### src/rtl/cpu_pkg.sv
// Shared types and constants for the 16-bit core: fetch FSM states, the
// instruction queue entry layout and the HLT opcode.
package cpu_pkg;

    localparam int         ADDR_W  = 16;
    localparam int         INSTR_W = 16;
    localparam logic [3:0] OP_HLT  = 4'hF;

    typedef enum logic [1:0] {
        RUN  = 2'd0,
        WAIT = 2'd1,
        HALT = 2'd2
    } fetch_state_e;

    typedef struct packed {
        logic [ADDR_W-1:0]  pc;
        logic [INSTR_W-1:0] instr;
    } fetch_entry_t;

endpackage

### src/rtl/fetch_queue.sv
// Circular FIFO of fetched {pc, instr} entries with push, pop and flush.
// Storage is not reset; only pointers and occupancy are.
module fetch_queue
    import cpu_pkg::*;
#(
    parameter  int DEPTH = 2,
    localparam int CW    = $clog2(DEPTH + 1)
) (
    input  logic          clk_i,
    input  logic          rst_i,
    input  logic          push_i,
    input  fetch_entry_t  push_data_i,
    input  logic          pop_i,
    input  logic          flush_i,
    output fetch_entry_t  head_o,
    output logic [CW-1:0] count_o
);
    localparam int PW = (DEPTH > 1) ? $clog2(DEPTH) : 1;

    fetch_entry_t  mem_q [DEPTH];
    logic [PW-1:0] rd_ptr_q;
    logic [PW-1:0] wr_ptr_q;
    logic [CW-1:0] count_q;

    // Explicit wrap so non-power-of-two depths (3) index correctly.
    function automatic logic [PW-1:0] ptr_inc(input logic [PW-1:0] p);
        return (p == PW'(DEPTH - 1)) ? '0 : p + PW'(1);
    endfunction

    always_ff @(posedge clk_i or posedge rst_i) begin
        if (rst_i) begin
            rd_ptr_q <= '0;
            wr_ptr_q <= '0;
            count_q  <= '0;
        end else if (flush_i) begin
            rd_ptr_q <= '0;
            wr_ptr_q <= '0;
            count_q  <= '0;
        end else begin
            if (push_i) wr_ptr_q <= ptr_inc(wr_ptr_q);
            if (pop_i)  rd_ptr_q <= ptr_inc(rd_ptr_q);
            if (push_i && !pop_i)      count_q <= count_q + CW'(1);
            else if (pop_i && !push_i) count_q <= count_q - CW'(1);
        end
    end

    always_ff @(posedge clk_i) begin
        if (push_i && !flush_i) mem_q[wr_ptr_q] <= push_data_i;
    end

    assign head_o  = mem_q[rd_ptr_q];
    assign count_o = count_q;

endmodule

### src/rtl/fetch_unit.sv
// Instruction fetch front end: PC, imem req/ack handshake, redirect/halt handling.
// Optional FETCH_HLT_PREDECODE_EN stops requesting once a HLT word has been fetched.
module fetch_unit
    import cpu_pkg::*;
#(
    parameter logic [ADDR_W-1:0] RESET_PC = 16'h0000,
    parameter int                QDEPTH   = 2
) (
    input  logic               clk,
    input  logic               rst,
    output logic               imem_req,
    output logic [ADDR_W-1:0]  imem_addr,
    input  logic               imem_ack,
    input  logic [INSTR_W-1:0] imem_rdata,
    output logic [INSTR_W-1:0] instr,
    output logic [ADDR_W-1:0]  instr_pc,
    output logic [ADDR_W-1:0]  pc_plus2,
    output logic               instr_valid,
    input  logic               instr_ready,
    input  logic               redirect,
    input  logic [ADDR_W-1:0]  redirect_pc,
    input  logic               hlt,
    output logic               halted
);
    localparam int                CW         = $clog2(QDEPTH + 1);
    localparam logic [ADDR_W-1:0] ALIGN_MASK = ~ADDR_W'(1);
    localparam logic [ADDR_W-1:0] PC_STEP    = ADDR_W'(2);
    localparam logic [ADDR_W-1:0] BOOT_PC    = RESET_PC & ALIGN_MASK;

    fetch_state_e      state_q;
    logic              req_q;
    logic [ADDR_W-1:0] addr_q;
    logic [ADDR_W-1:0] fpc_q;
    logic              stale_q;

    fetch_entry_t      head;
    fetch_entry_t      push_data;
    logic [CW-1:0]     count;
    logic              pop;
    logic              push;
    logic              flush;
    logic              halt_take;
    logic              can_issue;
    logic              fetch_block;
    logic [ADDR_W-1:0] redirect_tgt;

    assign instr_valid  = (count != '0);
    assign pop          = instr_valid & instr_ready;
    assign redirect_tgt = redirect_pc & ALIGN_MASK;
    assign halt_take    = (state_q != HALT) & hlt & pop & ~redirect;
    assign flush        = ((state_q != HALT) & redirect) | halt_take;
    // A redirect or halt in the ack cycle throws that word away.
    assign push         = (state_q == WAIT) & imem_ack & ~stale_q & ~redirect & ~halt_take;
    assign can_issue    = (count < CW'(QDEPTH)) & ~fetch_block;
    assign push_data    = '{pc: addr_q, instr: imem_rdata};

    fetch_queue #(
        .DEPTH (QDEPTH)
    ) u_queue (
        .clk_i       (clk),
        .rst_i       (rst),
        .push_i      (push),
        .push_data_i (push_data),
        .pop_i       (pop),
        .flush_i     (flush),
        .head_o      (head),
        .count_o     (count)
    );

`ifdef FETCH_HLT_PREDECODE_EN
    logic hlt_seen_q;

    always_ff @(posedge clk or posedge rst) begin
        if (rst) begin
            hlt_seen_q <= 1'b0;
        end else if (redirect) begin
            hlt_seen_q <= 1'b0;
        end else if (push && (imem_rdata[15:12] == OP_HLT)) begin
            hlt_seen_q <= 1'b1;
        end
    end

    assign fetch_block = hlt_seen_q;
`else
    assign fetch_block = 1'b0;
`endif

    always_ff @(posedge clk or posedge rst) begin
        if (rst) begin
            state_q <= RUN;
            req_q   <= 1'b0;
            addr_q  <= '0;
            fpc_q   <= BOOT_PC;
            stale_q <= 1'b0;
        end else begin
            case (state_q)
                RUN: begin
                    if (redirect) begin
                        fpc_q   <= redirect_tgt;
                        addr_q  <= redirect_tgt;
                        req_q   <= 1'b1;
                        state_q <= WAIT;
                    end else if (halt_take) begin
                        state_q <= HALT;
                    end else if (can_issue) begin
                        addr_q  <= fpc_q;
                        req_q   <= 1'b1;
                        state_q <= WAIT;
                    end
                end
                WAIT: begin
                    if (redirect) begin
                        fpc_q <= redirect_tgt;
                        if (imem_ack) begin
                            // Handshake just closed, so the new target can go out now.
                            stale_q <= 1'b0;
                            addr_q  <= redirect_tgt;
                        end else begin
                            stale_q <= 1'b1;
                        end
                    end else if (halt_take) begin
                        stale_q <= 1'b0;
                        state_q <= HALT;
                        if (imem_ack) req_q <= 1'b0;
                    end else if (imem_ack) begin
                        if (!stale_q) fpc_q <= fpc_q + PC_STEP;
                        stale_q <= 1'b0;
                        req_q   <= 1'b0;
                        state_q <= RUN;
                    end
                end
                HALT: begin
                    // Let an in-flight request complete, then stay idle.
                    if (req_q && imem_ack) req_q <= 1'b0;
                end
                default: begin
                    state_q <= HALT;
                    req_q   <= 1'b0;
                end
            endcase
        end
    end

    assign imem_req  = req_q;
    assign imem_addr = addr_q;
    assign halted    = (state_q == HALT);
    assign instr     = instr_valid ? head.instr : '0;
    assign instr_pc  = instr_valid ? head.pc : '0;
    assign pc_plus2  = instr_valid ? (head.pc + PC_STEP) : '0;

endmodule

### config.mk
export PLATFORM = sky130hd
export DESIGN_NAME = fetch_unit
export DESIGN_NICKNAME = d
export VERILOG_FILES = /design/src/rtl/cpu_pkg.sv /design/src/rtl/fetch_queue.sv /design/src/rtl/fetch_unit.sv
export SDC_FILE = /design/constraint.sdc
export NUM_CORES = 1
export LEC_CHECK = 0
export ABC_AREA = 1
export CORE_MARGIN = 10
export CORE_UTILIZATION = 47
export CTS_CLUSTER_DIAMETER = 30
export DETAILED_ROUTE_END_ITERATION = 7
export GPL_TIMING_DRIVEN = 0
export PLACE_DENSITY = 0.83
export SKIP_LAST_GASP = 1
export SYNTH_ARGS = -nofsm -noshare
export SYNTH_HDL_FRONTEND = slang
export SYNTH_SLANG_ARGS = --single-unit
### constraint.sdc
create_clock -name clk -period 2.55 [get_ports clk]
set_input_delay 0.3825 -clock clk [delete_from_list [all_inputs] [get_ports clk]]
set_output_delay 0.3825 -clock clk [all_outputs]
set_load 0.02 [all_outputs]
After elaboration in Yosys (flattened, before gate mapping)
Memories as Yosys holds them, arrays and structs flattened. Index checks and enable logic that the tools add are counted. Widths: inputs -> output; s select.

$add $sub $neg: 6. Magnitude comparators: 1. Eq/ne operators: 15. Mux-type cells: 43. Bitwise gates (word level): 14. Reduce and logical (&&, ||, !) cells: 19.

Operators by type and width (count): $mux 16 (13); $pmux 16 s2 (2); $add 16x2->16 const B (2); $mux 2 (9); $ne 3x3->1 const B (6); $mux 1 (17); $reduce_and 5->1 (3); $ne 2x2->1 const B (5); $and 1x1->1 (9); $reduce_bool 2->1 (4); $pmux 2 s3 (1); $reduce_bool 3->1 (2); $logic_and 1x1->1 (4); $ne 4x4->1 const B (1); $not 1->1 (4); $reduce_and 4->1 (1); $logic_not 1->1 (3); $pmux 1 s3 (1); $add 1x1->1 const B (2); $add 2x1->2 const B (1); $eq 2x1->1 const B (1); $eq 2x2->1 const B (1); $logic_not 2->1 (1); $lt 2x2->1 const B (1); other kinds (4) (4).

Register bits after elaboration: 40. Bits in writable memories: 64. Bits of input ports: 38. Output and inout bits: 67. Word-level logic and storage cells: 107. Memories kept: 1.

Memory list: u_queue.mem_q (words 2, bits a word 32, rd ports 1, clocked after memory_dff 0, wr ports 1, line fetch_queue.sv:20) `fetch_entry_t mem_q [DEPTH];`.

Longest topological paths before layout
Gate-level depths: netlist of the first run.

Word-level depth: 11. Mapped depth: 12. Depth with buffers taken out: 11.

Hierarchy
A second synthesis of the first run with hierarchy kept.

Cells, all modules: 563. Area, all modules: 5491.5 µm².

Modules (own cells, without submodules): fetch_unit (instances 1, cells each 432, area each 2812.7 µm², seq. area each 875.8 µm²); fetch_queue (instances 1, cells each 131, area each 2678.8 µm², seq. area each 2021.9 µm²).

Worst setup path after synthesis of the first run
Ideal clock, no wire load.

Kind: flip-flop to flip-flop. Start point: register state_q[1]. End point: memory u_queue.mem_q[0][0] in the netlist's numbering (enable). Library setup time: 421 ps. Data arrival time: 2369 ps. Required time: 2129 ps. Path slack: -240 ps. Stages on the path, launching flop included: 7. Buffers on the path: 0. Clock period less this slack: 2790 ps. Cells stage by stage: dfrtp_1 -> inv_2 -> nor2_4 -> nor2_1 -> nand2_1 -> nand3_1 -> nor2_1.

Longest elaborated chain between the ends: 9. Elaborated cells on any way between the ends: 16. Those cells by class: eq/ne: 2; mux: 2; bitwise: 10; reduce/logical: 2.

Ends and longest elaborated chain: start, declared (line fetch_unit.sv:30) `fetch_state_e state_q;`; start signal, assigned (line fetch_unit.sv:90) `state_q <= RUN;`; start signal, assigned (line fetch_unit.sv:102) `state_q <= WAIT;`; start signal, assigned (line fetch_unit.sv:104) `state_q <= HALT;`; $ne 2x2->1 (line fetch_unit.sv:50, fetch_unit.sv:51); $and 1x1->1 (3 in a row) (line fetch_unit.sv:50) `assign halt_take = (state_q != HALT) & hlt & pop & ~redirect;`; $or 1x1->1 or $not 1->1 (tied branches) (line fetch_unit.sv:51, fetch_unit.sv:53); $logic_not 1->1 or $and 1x1->1 (tied branches) (line fetch_queue.sv:48, fetch_unit.sv:53); $logic_and 1x1->1 (*) (line fetch_queue.sv:48) `if (push_i && !flush_i) mem_q[wr_ptr_q] <= push_data_i;`; $mux 1 (*) (line fetch_queue.sv:48); $mux 1 (implied by the code) (*) (line fetch_queue.sv:48); end, declared (line fetch_queue.sv:20).

Mark *: on every way between the ends. The rest lies on a longest branch, timed or not.

Worst setup path in the final report of the first run
Start point: register u_queue.count_q[1], in the netlist u_queue.count_o[1]. End point: output instr_pc[2].

Longest elaborated chain between the ends: 2.

Ends and longest elaborated chain: start, declared (line fetch_queue.sv:23) `logic [CW-1:0] count_q;`; start signal, assigned (line fetch_queue.sv:42) `if (push_i && !pop_i) count_q <= count_q + CW'(1);`; start signal, assigned (line fetch_queue.sv:43) `else if (pop_i && !push_i) count_q <= count_q - CW'(1);`; $reduce_bool 2->1 (line fetch_unit.sv:47) `assign instr_valid = (count != '0);`; $mux 16 (line fetch_unit.sv:148) `assign instr_pc = instr_valid ? head.pc : '0;`; end, declared (line fetch_unit.sv:16) `output logic [ADDR_W-1:0] instr_pc,`.

No other way between the ends.

==> results of run 1 <==
## routing by layer
layer / up-vias / GRT usage / routed length (um)
met5: - / 0 / 0
met4: 0 / 0.0409 / 124
met3: 14 / 0.0383 / 877
met2: 167 / 0.307 / 7450
met1: 2218 / 0.211 / 6120
li1: 2326 / - / -
## sequential cells by signal, summed over array words and instances, names as in the netlist
| name | cells |
|---|---|
| state_q | 2 |
| stale_q | 1 |
| u_queue.mem_q | 64 |
| imem_req | 1 |
| u_queue.count_o | 2 |
| u_queue.rd_ptr_q | 1 |
| imem_addr | 16 |
| fpc_q | 15 |
| u_queue.wr_ptr_q | 1 |
## repair_timing
| item | 4_1_cts | 5_1_grt |
|---|---|---|
| pin swaps | 2 | 4 |
| buffers inserted | 3 | 5 |
| setup endpoints to repair | 39 | 86 |
| resized for setup | 52 | 33 |
| gates cloned | 0 | 1 |
## cell families (layout without fill, tap and decap cells)
logic type | after synthesis | in the layout
adders and majority gates | 2 | 2
buffers and inverters | 86 | 214
muxes | 2 | 2
AOI/OAI and AO/OA | 83 | 83
DFF | 103 | 103
and+or+nand+nor | 361 | 361
xor gates and xnor gates | 4 | 4
## area by class of cell
class	count	area [um^2]	area share
Timing Repair Buffer	112	1090	0.156
Clock buffer	9	225	0.0322
Inverter	66	255	0.0365
Buffer	20	153	0.0218
Sequential cell	103	2900	0.414
Tap cell	140	175	0.0250
Multi-Input combinational cell	452	2100	0.301
Clock inverter	7	97.6	0.0139
## critical path, cell delays in order (launching register included)
cell and delay (ps):
dfrtp_1 450, nor2_4 70, buf_4 170, clkbuf_2 240, a21oi_1 230, clkdlybuf4s50_1 650
## metrics by stage
stage	utilization	worst slack (ps)	TNS [ps]	hold WS (ps)	cell area, um^2
6_report	0.640	14.5	0	499	7000
5_1_grt	0.640	-58.3	-1800	537	7000
4_1_cts	0.629	-94.3	-162	502	6880
3_5_place_dp	0.597	-231	-14860	485	6530
3_3_place_gp	0.596	-1370	-88370	487	6520
2_1_floorplan	-	-240	-15390	471	5310
## cells in the mapped netlist (3+ instances only)
master	n	area (um^2)
buf_4	6	45.0
inv_2	8	30.0
a21oi_1	37	185
or2_2	5	31.3
nor2_4	3	33.8
o21ai_0	27	135
nor2_1	51	191
nand2_2	7	43.8
buf_2	8	40.0
nand3_1	33	165
o21ai_1	11	55.1
nand4_1	10	62.6
nor2_2	6	37.5
xor2_1	3	26.3
edfxtp_1	64	1920
inv_1	56	210
o21bai_1	3	22.5
buf_6	4	45.0
dfrtp_1	39	976
nand2_1	242	908
## worst min path at each step
stage / cells after the start / slack, ps / end / start
2_1_floorplan: 2 / 470 / fpc_q[15]$_DFFE_PP0P_ / fpc_q[15]$_DFFE_PP0P_
3_3_place_gp: 0 / 490 / u_queue.mem_q[0][18]$_DFFE_PP_ / imem_addr[2]$_DFFE_PP0P_
3_5_place_dp: 0 / 480 / u_queue.mem_q[0][18]$_DFFE_PP_ / imem_addr[2]$_DFFE_PP0P_
4_1_cts: 0 / 500 / u_queue.mem_q[0][18]$_DFFE_PP_ / imem_addr[2]$_DFFE_PP0P_
5_1_grt: 0 / 540 / u_queue.mem_q[0][18]$_DFFE_PP_ / imem_addr[2]$_DFFE_PP0P_
6_report: 0 / 500 / u_queue.mem_q[0][18]$_DFFE_PP_ / imem_addr[2]$_DFFE_PP0P_
## cell usage in the layout (no fill, tap or decap), types with 6 or more instances in the layout
cell	count
inv_1	55
buf_2	6
nand2_1	234
inv_2	8
a21oi_1	36
nand2_2	13
clkbuf_16	10
o21ai_1	13
nand3_1	33
o21ai_0	25
dfrtp_1	38
nand4_1	10
clkdlybuf4s50_1	74
dlygate4sd2_1	14
nor2_4	7
buf_4	17
nor2_1	48
edfxtp_1	64
## power by group through the flow
stage	Sequential [mW]	Clock [mW]	Combinational (mW)
floorplan	1.90	0	1.29
global placement	1.90	0	2.30
detailed placement	1.90	0	2.35
CTS	1.87	1.46	2.34
global route	1.88	1.55	2.66
finish	1.87	1.44	2.46
==> metrics.yaml, run 1 <==
num_io_pins: 105
synth_compound_area_frac: 0.0827
die_x_um: 126
synth_xor_area_frac: 0.00660
portBuffers: 103
dpl.hpwl_mm: 10.7
vias: 4725
antenna_found_initial: 0
pwr-share-clk: 0.250
synth_ff_type: "edfxtp_1"
finalSetupViolations: 0
ys_async_sr_fraction: 0.379
p_int_mw: 3.59
wl_mm: 14.6
areaGrowthSynthToFinish_pct: 31.8
fin_crit_sh: 0.994
start_util: 0.486
crit_type: "reg2out"
drc: 0
mappedNetlistArea_mm2: 0.00531
finalNetCount: 804
grt_overflow_total: 0
muxShareOfSynthArea: 0.00377
clk_pin_slew_worst_paths_ps: 70
synth-seq-cells: 103
first_pass_iters: 7
h-tree-depth: 3
regToRegEndpoint: "u_queue.mem_q[1][30]$_DFFE_PP_"
p_sw_frac: 0.378
ctsHoldBuffers: 0
leakagePower_nw: 3.14
synth_fp_nets: 681
p_sw_mw: 2.18
hold_viol_final: 0
synth-seq-area-share: 0.546
power-per-cell-area_mw_per_mm2: 825
ir_drop_v: 0.000501
worst_pin_slew_ps: 959
synthAdderAreaFrac: 0.00471
clock_skew_ps: 8.12
cts-root-buf: "clkbuf_16"
combPwrFrac: 0.426
status: "complete, no violations"
coreArea_mm2: 0.0109
maxCapViolCount: 0
worstRegToRegCells: 6
crit_end: "instr_pc[2]"
hold_class: "reg2reg"
synth-simple-area-share: 0.283
drive_above_1_share: 0.133
period_needed_ps: 2540
start_kind: "register"
cts_tree: "done"
dpl.cell_count: 884
netlist_instances: 641
reg2reg_slack_ps: 170
slew_headroom: 0.359
layout.cells.non_filler: 909
synth_cell_type_count: 33
grt_max_degree: 40
totalPowerFinal_mw: 5.77
grt_usage: 0.174
viasPerCell: 5.20
synth_top_family_by_area: "simple AND/OR/NAND/NOR gates"
dieArea_mm2: 0.0159
wl_per_cell_um: 16.0
antennaDiodeCount: 0
numCtsBuffers: 9
crit_start: "u_queue.count_o[1]$_DFFE_PP0P_"
worstPathArrival_ps: 2150
end_kind: "output pin"
rsz0062_at_grt: "true"
fill_cells: 949
reg2reg_from: "u_queue.count_o[1]$_DFFE_PP0P_"
critPathRequiredTime_ps: 2170
slew_violations: 0
avgSynthCellArea_um2: 8.28
die_h_um: 126
gp_congestion: 0.939
clock_latency_ps: 340
synth_edf_count: 64
ys_warn_count: 0
first_global_vias: 4681
grt_pass1_wl_mm: 23.1
pwr-share-seq: 0.324
drtIter0Drc: 408
critPathMaxFanout: 10
clock-sinks: 103
max_freq_mhz: 394
row_count: 38
antenna_left: 0
clock_path_buffers: 2
(Power assumes the default switching activity.)
==> run 2, diff against run 1 <==
--- a/config.mk
+++ b/config.mk
@@ -6,6 +6,7 @@
 export NUM_CORES = 1
 export LEC_CHECK = 0
 export ABC_AREA = 1
+export CORE_ASPECT_RATIO = 1.1
 export CORE_MARGIN = 10
 export CORE_UTILIZATION = 47
 export CTS_CLUSTER_DIAMETER = 30
==> metrics.yaml, run 2 (synthesis gave the netlist of run 1 again) <==
largest_register: "u_queue.mem_q"
fill_cells: 920  # -3.1%
clock_skew_ps: 11.7  # +3.57 ps
layout.cells.non_filler: 914  # +0.55%
pre_cts_ws_ps: -210  # +21.8 ps
fin_crit_sh: 0.964  # -0.0298
antennaDiodeCount: 0  # unchanged
wl_met2_mm: 7.39  # -0.78%
antenna_found_initial: 0  # unchanged
maxCapViolCount: 0  # unchanged
dieArea_mm2: 0.0160  # about the same
dr.max_layer_used: "met4"
leakagePower_nw: 3.14  # about the same
cts-root-buf: "clkbuf_16"
rsz0062_at_grt: "true"
worstPathBufferInverterCount: 3  # unchanged
regArea_mm2: 0.00290  # unchanged
drive_above_1_share: 0.133  # +0.000346
clk_pin_slew_worst_paths_ps: 90  # +20 ps
cpMostUsedCell: "buf_4"
drtIter0Drc: 398  # -2.5%
dpl.hpwl_mm: 11.0  # +3.5%
worstPathArrival_ps: 2080  # -70 ps
grt_overflow_total: 0  # unchanged
drc: 0  # unchanged
viasPerCell: 5.17  # -0.48%
wl_mm: 15.0  # +3.1%
hold_class: "in2async"
areaGrowthSynthToFinish_pct: 31.2
crit_path_max_incr_delay_ps: 660  # about the same
fin_area_mm2: 0.00697  # -0.45%
worst_pin_slew_ps: 950  # -8.98 ps
first_pass_iters: 5  # -2
finalSetupViolations: 0  # unchanged
ctsHoldBuffers: 0  # unchanged
finalNetCount: 802  # -0.25%
crit_type: "reg2out"
clock_path_buffers: 2  # unchanged
grt_usage: 0.179  # +0.00538
dpl.cell_count: 891  # +0.79%
period_needed_ps: 2460  # -76.1 ps
clock_latency_ps: 350  # about the same
critPathSlowestCell: "clkdlybuf4s50_1"
start_kind: "register"
die_h_um: 131  # +4.1%
num_io_pins: 105  # unchanged
wl_met1_mm: 6.26  # +2.2%
hold_viol_final: 0  # unchanged
wl_per_cell_um: 16.4  # +2.5%
ir_drop_v: 0.000512  # +2.1%
largest_register_ffs: 64  # unchanged
gp_congestion: 0.879  # -6.3%
critPathMaxFanout: 6  # -4
setup_tns_ps: 0  # unchanged
clock-sinks: 103  # unchanged
status: "complete, no violations"
end_kind: "output pin"
layout_common_cells: "nand2_1 (233), clkdlybuf4s50_1 (72), edfxtp_1 (64)"
cts_tree: "done"
met3_length_mm: 1.07  # +22%
first_global_vias: 4674  # -0.15%
power-per-cell-area_mw_per_mm2: 820  # -0.64%
slew_headroom: 0.365  # +0.00600
portBuffers: 103  # unchanged
antenna_left: 0  # unchanged
place_area_mm2: 0.00654  # +0.13%
vias: 4728  # +0.063%
start_util: 0.482  # -0.00331
timing.final.ws_setup_ps: 90.6  # +76.1 ps
critPathRequiredTime_ps: 2170  # about the same
grt_pass1_wl_mm: 23.3  # +0.86%
grt_max_degree: 40  # unchanged
h-tree-depth: 3  # unchanged
die_x_um: 121  # -3.9%
critical_path.top_delay_family: "buffers and inverters"
row_count: 40  # +5.3%
post-route-util: 0.633  # -0.00720
numCtsBuffers: 9  # unchanged
crit_chain: "nor2_4 > buf_4 > buf_4 > a21oi_1 > clkdlybuf4s50_1"
layout_commonest_cell: "nand2_1"
max_freq_mhz: 407  # +3.1%
coreArea_mm2: 0.0110  # +0.69%
slew_violations: 0  # unchanged
multi_input_area_mm2: 0.00210  # about the same
run 2: final timing paths:
path / from / to / slack, ps / cells past startpoint
max in group asynchronous: rst / u_queue.rd_ptr_q$_DFFE_PP0P_ / 1450 / 2
min in group clk: imem_addr[5]$_DFFE_PP0P_ / u_queue.mem_q[0][21]$_DFFE_PP_ / 510 / 0
worst min-delay path: rst / u_queue.count_o[0]$_DFFE_PP0P_ / 510 / 2
worst max register to register: u_queue.count_o[1]$_DFFE_PP0P_ / u_queue.mem_q[0][20]$_DFFE_PP_ / 170 / 6
worst min register to register: imem_addr[5]$_DFFE_PP0P_ / u_queue.mem_q[0][21]$_DFFE_PP_ / 510 / 0
worst max-delay path: u_queue.count_o[1]$_DFFE_PP0P_ / instr_pc[5] / 90 / 5
run 2: timing repair:
| item | CTS | global route |
|---|---|---|
| setup endpoints to repair | 40 | 63 |
| pin swaps | 3 | 5 |
| gates cloned | 0 | 1 |
| gates resized for setup | 50 | 42 |
| setup buffers | 3 | 3 |
run 2: area by class of cell:
class	count	area share
Sequential cell	103	0.416
Multi-Input combinational cell	452	0.302
Timing Repair Buffer	110	0.152
Inverter	66	0.0366
Clock buffer	9	0.0323
Tap cell	147	0.0264
Buffer	20	0.0219
Clock inverter	7	0.0131
run 2: metal layers:
metal	global-route usage	vias up
met2	0.309	194
met3	0.0458	26
met5	0	-
met1	0.210	2186
met4	0.0584	0
li1	-	2322
run 2: per-stage QoR:
| stage | hold WS (ps) | power (mW) |
|---|---|---|
| after CTS | 508 | 5.65 |
| after global routing | 540 | 5.97 |
| final | 512 | 5.71 |
| after floorplan | 471 | 3.20 |
| after global placement | 486 | 4.19 |
| after detailed placement | 488 | 4.25 |
run 2: report_power, final:
group,switching (mW),leakage [nW],total [mW],internal (mW)
combinational,1.46,1.89,2.39,0.935
sequential,0.0675,1.10,1.88,1.81
clock,0.724,0.155,1.44,0.718
==> run 3, diff against run 2 <==
--- a/config.mk
+++ b/config.mk
@@ -6,6 +6,7 @@
 export NUM_CORES = 1
 export LEC_CHECK = 0
 export ABC_AREA = 1
+export CAP_MARGIN = 25
 export CORE_ASPECT_RATIO = 1.1
 export CORE_MARGIN = 10
 export CORE_UTILIZATION = 47
@@ -13,6 +14,7 @@
 export DETAILED_ROUTE_END_ITERATION = 7
 export GPL_TIMING_DRIVEN = 0
 export PLACE_DENSITY = 0.83
+export REMOVE_ABC_BUFFERS = 1
 export SKIP_LAST_GASP = 1
 export SYNTH_ARGS = -nofsm -noshare
 export SYNTH_HDL_FRONTEND = slang
==> metrics.yaml, run 3 (synthesis gave the netlist of run 1 again) <==
num_io_pins: 105  # unchanged
gp_congestion: 0.890  # +1.2%
wl_mm: 14.6  # -2.6%
crit_chain: "buf_12 > buf_4 > inv_6 > nand2_1 > a21oi_1 > clkdlybuf4s50_1"
h-tree-depth: 3  # unchanged
row_count: 40  # unchanged
antenna_left: 0  # unchanged
critPathSlowestCell: "clkdlybuf4s50_1"
grt_usage: 0.170  # -0.00905
finalSetupViolations: 1  # +1
max_freq_mhz: 391  # -3.9%
maxCapViolCount: 0  # unchanged
finalNetCount: 793  # -1.1%
viasPerCell: 5.24  # +1.4%
clock_skew_ps: 7.46  # -4.23 ps
setup_tns_ps: -9.76  # -9.76 ps
antenna_found_initial: 0  # unchanged
drive_above_1_share: 0.129  # -0.00370
antennaDiodeCount: 0  # unchanged
end_kind: "output pin"
fill_cells: 876  # -4.8%
slew_headroom: 0.449  # +0.0838
layout_commonest_cell: "nand2_1"
start_kind: "register"
hold_viol_final: 0  # unchanged
slew_violations: 0  # unchanged
crit_type: "reg2out"
cts-root-buf: "clkbuf_16"
grt_pass1_wl_mm: 22.1  # -5.1%
worstPathArrival_ps: 2180  # +100 ps
portBuffers: 103  # unchanged
pre_cts_ws_ps: -868  # -659 ps
numCtsBuffers: 9  # unchanged
multi_input_area_mm2: 0.00215  # +2.0%
dpl.cell_count: 872  # -2.1%
clock-sinks: 103  # unchanged
fin_crit_sh: 1.00  # +0.0394
hold_class: "reg2reg"
cts_tree: "done"
die_x_um: 121  # unchanged
dieArea_mm2: 0.0160  # unchanged
first_pass_iters: 5  # unchanged
reg2reg_slack_ps: 230  # +60 ps
critPathRequiredTime_ps: 2170  # about the same
power-per-cell-area_mw_per_mm2: 839  # +2.3%
period_needed_ps: 2560  # +100 ps
coreArea_mm2: 0.0110  # unchanged
dpl.hpwl_mm: 9.57  # -13%
largest_register_ffs: 64  # unchanged
timing.final.ws_setup_ps: -9.76  # -100 ps
critPathMaxFanout: 16  # +10
start_util: 0.482  # unchanged
worst_pin_slew_ps: 825  # -125 ps
layout.cells.non_filler: 905  # -0.98%
critical_path.top_delay_family: "buffers and inverters"
areaGrowthSynthToFinish_pct: 31.5
ir_drop_v: 0.000561  # +9.6%
violations: "negative setup slack"
layout_common_cells: "nand2_1 (234), clkdlybuf4s50_1 (78), edfxtp_1 (64)"
drtIter0Drc: 291  # -27%
ctsHoldBuffers: 0  # unchanged
status: "finished, violations left"
regArea_mm2: 0.00290  # +0.13%
grt_overflow_total: 0  # unchanged
drc: 0  # unchanged
crit_path_max_incr_delay_ps: 630  # -30 ps
wl_per_cell_um: 16.2  # -1.6%
clock_latency_ps: 350  # about the same
die_h_um: 131  # unchanged
first_global_vias: 4559  # -2.5%
clock_path_buffers: 2  # unchanged
totalPowerFinal_mw: 5.86  # +2.5%
worstPathBufferInverterCount: 4  # +1
vias: 4746  # +0.38%
leakagePower_nw: 3.10  # -1.5%
grt_max_degree: 40  # unchanged
largest_register: "u_queue.mem_q"
rsz0062_at_grt: "true"
clk_pin_slew_worst_paths_ps: 80  # about the same
run 3: what timing repair did:
action / in CTS / in global routing
setup endpoints to repair: 113 / 21
gates resized for setup: 62 / 41
gates cloned: 4 / 2
buffers inserted: 5 / 6
pin swaps: 5 / 5
run 3: power breakdown:
part	internal, mW	switching (mW)	total [mW]	leakage [nW]
sequential	1.82	0.0742	1.89	1.10
clock	0.788	0.660	1.45	0.155
combinational	0.995	1.53	2.52	1.84
total	3.60	2.26	5.86	3.10
run 3: worst min-delay path, cell delays in order, from the launching register on:
cell	delay [ps]
dfrtp_1	370
nand2_1	60
nand2_1	50
run 3: layer usage:
layer  global-route usage  part of all wire  vias up
met5                    0                 0        -
met4               0.0763             0.023        0
met3               0.0334             0.056       29
met2                0.293              0.51      171
met1                0.198              0.41     2237
li1                     -                 -     2309
run 3: per-stage QoR:
stage	hold slack (ps)	util	cell area, um^2
2_1_floorplan	471	-	5170
3_3_place_gp	481	0.580	6390
3_5_place_dp	489	0.583	6420
4_1_cts	507	0.619	6820
5_1_grt	525	0.634	6980
6_report	504	0.634	6980
run 3: path summary, 6_finish.rpt:
check / from / end / cells after the start
min in group asynchronous: rst / state_q[0]$_DFFE_PP0P_ / 2
max in group asynchronous: rst / u_queue.rd_ptr_q$_DFFE_PP0P_ / 2
worst min-delay path: imem_req$_DFFE_PP0P_ / imem_req$_DFFE_PP0P_ / 2
worst min register to register: imem_req$_DFFE_PP0P_ / imem_req$_DFFE_PP0P_ / 2
worst max register to register: u_queue.count_o[0]$_DFFE_PP0P_ / u_queue.mem_q[1][9]$_DFFE_PP_ / 5
worst max-delay path: u_queue.rd_ptr_q$_DFFE_PP0P_ / instr[3] / 6
run 3: area by class of cell:
class                      count  share of cell area
sequential                   103               0.416
inverter                      66              0.0385
clock inverter                 7              0.0125
tap                          147              0.0263
multi-input combinational    455               0.307
timing repair inverter         2             0.00251
timing repair buffer         116               0.165
clock buffer                   9              0.0322
